## config.mk

```make
export PLATFORM = sky130hd
export DESIGN_NAME = uart_rx_core
export DESIGN_NICKNAME = d
export VERILOG_FILES = /design/src/rtl/uart_rx_core.sv
export SDC_FILE = /design/constraint.sdc
export NUM_CORES = 1
export LEC_CHECK = 0
export CAP_MARGIN = 5
export CORE_MARGIN = 10
export CORE_UTILIZATION = 55
export CTS_BUF_LIST = sky130_fd_sc_hd__clkbuf_8
export DETAILED_ROUTE_END_ITERATION = 7
export GPL_TIMING_DRIVEN = 1
export PLACE_DENSITY_LB_ADDON = 0.3
export SYNTH_ARGS = -nofsm -noshare
export SYNTH_HDL_FRONTEND = slang
export SYNTH_SLANG_ARGS = --single-unit
```

## constraint.sdc

```tcl
create_clock -name clk -period 1.85 [get_ports clk]
set_clock_uncertainty 0.05 [all_clocks]
set_input_delay 0.37 -clock clk [delete_from_list [all_inputs] [get_ports clk]]
set_output_delay 0.37 -clock clk [all_outputs]
set_load 0.01 [all_outputs]
```

## src/rtl/uart_rx_core.sv

```systemverilog
// rtl/uart_rx_core.sv - oversampled UART receiver: 2-flop sync, M_TAPS majority vote, optional even parity
// Define UART_RX_BREAK_DET_EN to add the brk output (break-frame detect).
module uart_rx_core #(
    parameter int CLK_FREQ  = 100_000_000,
    parameter int BAUD_RATE = 9_600,
    parameter int PARITY    = 0,
    parameter int DO_WIDTH  = 8,
    parameter int M_TAPS    = 3
) (
    input  logic                clk,
    input  logic                rst,
    input  logic                rx,
    output logic [DO_WIDTH-1:0] dout,
    output logic                dout_vld,
`ifdef UART_RX_BREAK_DET_EN
    output logic                rx_err,
    output logic                brk
`else
    output logic                rx_err
`endif
);

    localparam int BIT_TICKS = (CLK_FREQ + BAUD_RATE / 2) / BAUD_RATE;
    localparam int MID       = BIT_TICKS / 2;
    localparam int HALF      = M_TAPS / 2;
    localparam int CW        = $clog2(BIT_TICKS) + 1;

    localparam logic [CW-1:0] CNT_END  = CW'(BIT_TICKS - 1);
    localparam logic [CW-1:0] WIN_LO   = CW'(MID - HALF);
    localparam logic [CW-1:0] WIN_HI   = CW'(MID + HALF);
    localparam logic [3:0]    LAST_BIT = 4'(DO_WIDTH - 1);
    localparam logic [3:0]    HALF_V   = 4'(HALF);

    if (BIT_TICKS < 4 * M_TAPS) begin : g_bad_ticks
        $error("uart_rx_core: BIT_TICKS must be at least 4*M_TAPS");
    end
    if ((M_TAPS % 2) == 0 || M_TAPS < 1 || M_TAPS > 15) begin : g_bad_taps
        $error("uart_rx_core: M_TAPS must be odd and within 1..15");
    end
    if (DO_WIDTH < 5 || DO_WIDTH > 9) begin : g_bad_width
        $error("uart_rx_core: DO_WIDTH must be within 5..9");
    end

    typedef enum logic [2:0] {
        S_IDLE,
        S_START,
        S_DATA,
        S_PARITY,
        S_STOP
    } state_t;

    state_t                state;
    state_t                state_nx;
    logic                  sync1;
    logic                  rxs;
    logic                  rxs_prev;
    logic [CW-1:0]         cnt;
    logic [3:0]            ones;
    logic [3:0]            tally;
    logic [3:0]            bit_idx;
    logic [DO_WIDTH-1:0]   shreg;
    logic                  par_bit;
    logic                  fall;
    logic                  in_win;
    logic                  at_dec;
    logic                  at_end;
    logic                  vote;
    logic                  shift_en;
    logic                  par_cap;
    logic                  frame_done;
    logic                  frame_bad;
    logic                  cnt_clr;

    assign fall   = rxs_prev & ~rxs;
    assign in_win = (cnt >= WIN_LO) && (cnt <= WIN_HI);
    assign at_dec = (cnt == WIN_HI);
    assign at_end = (cnt == CNT_END);
    // The decision-count sample is folded in combinationally so the vote is ready that cycle.
    assign tally  = ones + {3'b000, rxs};
    assign vote   = (tally > HALF_V);

    always_ff @(posedge clk) begin
        if (rst) begin
            state <= S_IDLE;
        end else begin
            state <= state_nx;
        end
    end

    always_comb begin
        state_nx = state;
        case (state)
            S_IDLE:   if (fall) state_nx = S_START;
            S_START: begin
                if (at_dec && vote) begin
                    state_nx = S_IDLE;
                end else if (at_end) begin
                    state_nx = S_DATA;
                end
            end
            S_DATA: begin
                if (at_end && (bit_idx == LAST_BIT)) begin
                    state_nx = (PARITY != 0) ? S_PARITY : S_STOP;
                end
            end
            S_PARITY: if (at_end) state_nx = S_STOP;
            // Leaving the stop bit at its decision point leaves half a bit of slack for baud mismatch.
            S_STOP:   if (at_dec) state_nx = S_IDLE;
            default:  state_nx = S_IDLE;
        endcase
    end

    always_comb begin
        shift_en   = 1'b0;
        par_cap    = 1'b0;
        frame_done = 1'b0;
        case (state)
            S_DATA:   shift_en   = at_dec;
            S_PARITY: par_cap    = at_dec;
            S_STOP:   frame_done = at_dec;
            default:  ;
        endcase
    end

    assign frame_bad = ~vote | ((PARITY != 0) && ((^shreg) ^ par_bit));
    assign cnt_clr   = (state == S_IDLE) || (state_nx != state) || at_end;

    always_ff @(posedge clk) begin
        if (rst) begin
            sync1    <= 1'b1;
            rxs      <= 1'b1;
            rxs_prev <= 1'b1;
            cnt      <= '0;
            ones     <= '0;
            bit_idx  <= '0;
            shreg    <= '0;
            par_bit  <= 1'b0;
            dout     <= '0;
            dout_vld <= 1'b0;
            rx_err   <= 1'b0;
        end else begin
            sync1    <= rx;
            rxs      <= sync1;
            rxs_prev <= rxs;
            dout_vld <= 1'b0;
            rx_err   <= 1'b0;
            cnt      <= cnt_clr ? '0 : cnt + 1'b1;
            ones     <= in_win ? tally : '0;
            if (state != S_DATA) begin
                bit_idx <= '0;
            end else if (at_end) begin
                bit_idx <= bit_idx + 1'b1;
            end
            if (shift_en) begin
                shreg <= {vote, shreg[DO_WIDTH-1:1]};
            end
            if (par_cap) begin
                par_bit <= vote;
            end
            if (frame_done) begin
                dout <= shreg;
                if (frame_bad) begin
                    rx_err <= 1'b1;
                end else begin
                    dout_vld <= 1'b1;
                end
            end
        end
    end

`ifdef UART_RX_BREAK_DET_EN
    logic brk_frame;

    assign brk_frame = frame_done && (shreg == '0) && !vote && !((PARITY != 0) && par_bit);

    always_ff @(posedge clk) begin
        if (rst) begin
            brk <= 1'b0;
        end else if (brk_frame) begin
            brk <= 1'b1;
        end else if (rxs) begin
            brk <= 1'b0;
        end
    end
`endif

endmodule

```

==> out/results.tsv <==
stage	metric	value	unit
timing	Pins Over Slew Limit	0	
logic_synthesis	Synth cell types	47	
logic_synthesis	ys async rst share	0	
placement	routability congestion estimate	0.877	
timing	Slew @ Worst Pin	452	ps
grt	initial antenna violation count	0	
timing	fin crit period	1970	ps
setup_path	Worst Setup Start Kind	flop	
cts	# hold bufs at CTS	0	
cts	TritonCTS clock tree	done	
floorplan	Top-Level Pins	13	
floorplan	Die H	82.5	um
worst_hold_path	Min-Delay Endpoint	rxs	
setup_path	R2R depth	6	
routing	Remaining DRCs	0	
setup_path	r2r setup slk	-120	ps
routing	via density per instance	5.59	
routing	WL per Instance	16.0	um
floorplan	die area	6800	sq um
logic_synthesis	Main synth FF type	dfxtp_1	
final_layout	# nets final	298	
floorplan	Die Width	82.5	um
logic_synthesis	Gate Count Post-Synth	239	
routing	drt total wl	5.40	mm
logic_synthesis	Yosys top cell by area	dfxtp_1	
timing	Rel. slew slack	0.697	
worst_hold_path	min-delay worst type	reg -> reg	
grt	first-pass GRT wire length	7.94	mm
setup_path	CP Max Fanout	8	
power	power density over the cells	613	nW/um^2
setup_path	CP endpoint kind	flop	
cts	Root Driver	clkbuf_8	
worst_hold_path	HP Start	sync1	
final_layout	n_diodes	0	
placement	pre-CTS WS	-114	ps
logic_synthesis	Cell Area, Synth	2150	sq um
final_layout	layout cell share with drive strength beyond 1	0.400	
timing	period utilization	1.06	
logic_synthesis	#FFs+latches synth	47	
run_status	outcome	complete, but fails checks	
placement	# port buffers	12	
cts	clock tree buffer depth	2	
routing	via count	1891	
logic_synthesis	Post-synth EDFFs	0	
final_layout	utilization after layout	0.805	
timing	final setup margin	-116	ps
logic_synthesis	top cell type's share of synthesized area	0.438	
cts	Worst-path clk slew	90	ps
setup_path	CP Data Arrival Time	2130	ps
logic_synthesis	Post-Syn Nets	248	
floorplan	FP Rows	22	
power	Leakage Power	1.08	nW
timing	RSZ-0062 raised after global routing	true	
timing	Fin. Hold Viols	0	
grt	number of global-route vias before repair	1822	
cts	total CTS buffers	5	
grt	Remaining Overflow, GRT	0	
logic_synthesis	yosys warns	0	
final_layout	Final Instance Area	2990	sq um
flow_run	max cap viols	0	
logic_synthesis	register area share after synthesis	0.438	
worst_hold_path	Hold Path Depth	1	
routing	First-pass DRT Iterations	4	
cts	Worst-Skew Late Latency	310	ps
timing	setup_tns	-2340	ps
logic_synthesis	synth top area cells	dfxtp_1 44%, nor2_1 7.3%, xnor2_1 4.5%, mux2i_1 4.2%, ha_1 3.5%	
floorplan	starting density of the core	0.578	
grt	total track usage	0.147	
routing	DRT iter0 DRCs	90	
placement	Post-DP Area	2580	sq um
timing	# setup viols final	38	
setup_path	Critical Path Source	cnt[9]	
placement	DP HPWL	3.35	mm
power	Max VDD drop	728	uV
timing	fmax	509	MHz
logic_synthesis	synthesized area per cell	8.98	sq um
floorplan	Core ar.	3720	sq um
final_layout	area delta synth->final	39.3	%
setup_path	critical path class	reg -> reg	
setup_path	worst reg2reg path startpoint	cnt[9]	
cts	htree depth	2	
cts	clock sink total	47	
grt	largest net degree at the start of global routing	16	
setup_path	required time worst endpoint	2010	ps
routing	Post-DRT Antenna Nets	0	
run_status	failing checks	setup timing	
setup_path	worst reg2reg path endpoint	dout[2]	
[metrics by stage]
step | hold WS (ps) | total power [W] | std cells
6_report | 372 | 0.00183 | 338
5_1_grt | 390 | 0.00187 | 338
4_1_cts | 376 | 0.00183 | 337
3_5_place_dp | 355 | 0.00109 | 326
3_3_place_gp | 349 | 0.00108 | 326
2_1_floorplan | 339 | 0.00107 | 239
[report_power, final]
group | internal [W] | total [W] | leakage (nW) | switching [W]
logic | 0.0000215 | 0.0000524 | 0.641 | 0.0000309
registers | 0.00101 | 0.00102 | 0.383 | 0.00000459
clock network | 0.000402 | 0.000762 | 0.0581 | 0.000359
[synth_stat cells (all sizes together), types with 5 or more instances]
master	number
a21oi	12
clkbuf	6
dfxtp	47
ha	6
inv	6
mux2i	9
nand2	19
nand3	16
nor2	43
nor3	8
nor4	5
xnor2	11
xor2	7
[state kept, by name, summed over array words and instances, names as in the netlist]
register  count
cnt          15
dout          8
shreg         8
bit_idx       4
ones          4
state         3
dout_vld      1
rx_err        1
rxs           1
rxs_prev      1
sync1         1
[worst max-delay path: stages, from the launching register on]
cell     delay, ps
dfxtp_2        330
or4_4          590
nor4_4         340
nand3_2        130
buf_12         180
mux2i_2        180
nor2_1          70
[worst max path at each step]
stage / to / cells after the start
6_report: dout[2] / 6
5_1_grt: dout[1] / 8
4_1_cts: dout[6] / 7
3_5_place_dp: dout[6] / 6
3_3_place_gp: bit_idx[3] / 8
2_1_floorplan: bit_idx[3] / 5
[placed cells by master (no fill, tap or decap), types with 4 or more instances in the layout]
cell type and n:
buf_6 5, nor2_2 8, mux2i_1 7, nor3_1 6
xnor2_1 10, buf_4 31, ha_1 4, clkbuf_8 5
dfxtp_1 41, a21oi_2 8, nand3_1 14, clkdlybuf4s50_1 12
nand2_1 9, nor2_4 4, nand2_4 7, a21oi_1 4
xor2_1 7, nor2_1 31, dfxtp_2 5
[layout make-up]
| cell class | count | area, sq um |
|---|---|---|
| flip-flops and latches | 47 | 951 |
| inverters | 6 | 22.5 |
| clock inverters | 3 | 43.8 |
| well taps | 48 | 60.1 |
| clock buffers | 5 | 68.8 |
| multi-input cells | 178 | 1390 |
| fillers | 222 | 726 |
| repair buffers | 51 | 454 |
[cell families (layout without fill, tap and decap cells)]
group / Yosys count / in the layout / synth area share
simple gates: 120 / 120 / 0.308
flops: 47 / 47 / 0.438
compound gates: 25 / 25 / 0.0769
xor+xnor: 18 / 18 / 0.0734
buf+inv: 14 / 65 / 0.0268
mux: 9 / 9 / 0.0420
fa+ha+maj: 6 / 6 / 0.0350
[routing by layer]
metal,share of wire,wire [um],global-route usage,vias up
li1,-,-,-,925
met1,0.41,2240,0.163,916
met2,0.52,2810,0.271,34
met3,0.043,230,0.0292,16
met4,0.023,124,0.0510,0
met5,0,0,0,-
[repair_timing]
| item | 4_1_cts | 5_1_grt |
|---|---|---|
| cloned | 1 | 0 |
| setup buffers | 2 | 1 |
| setup endpoints to repair | 38 | 43 |
| pin swaps | 9 | 24 |
| hold endpoints to repair | 0 | 0 |
| resized for setup | 17 | 54 |
Note: power is estimated with default switching activity, not from simulation.
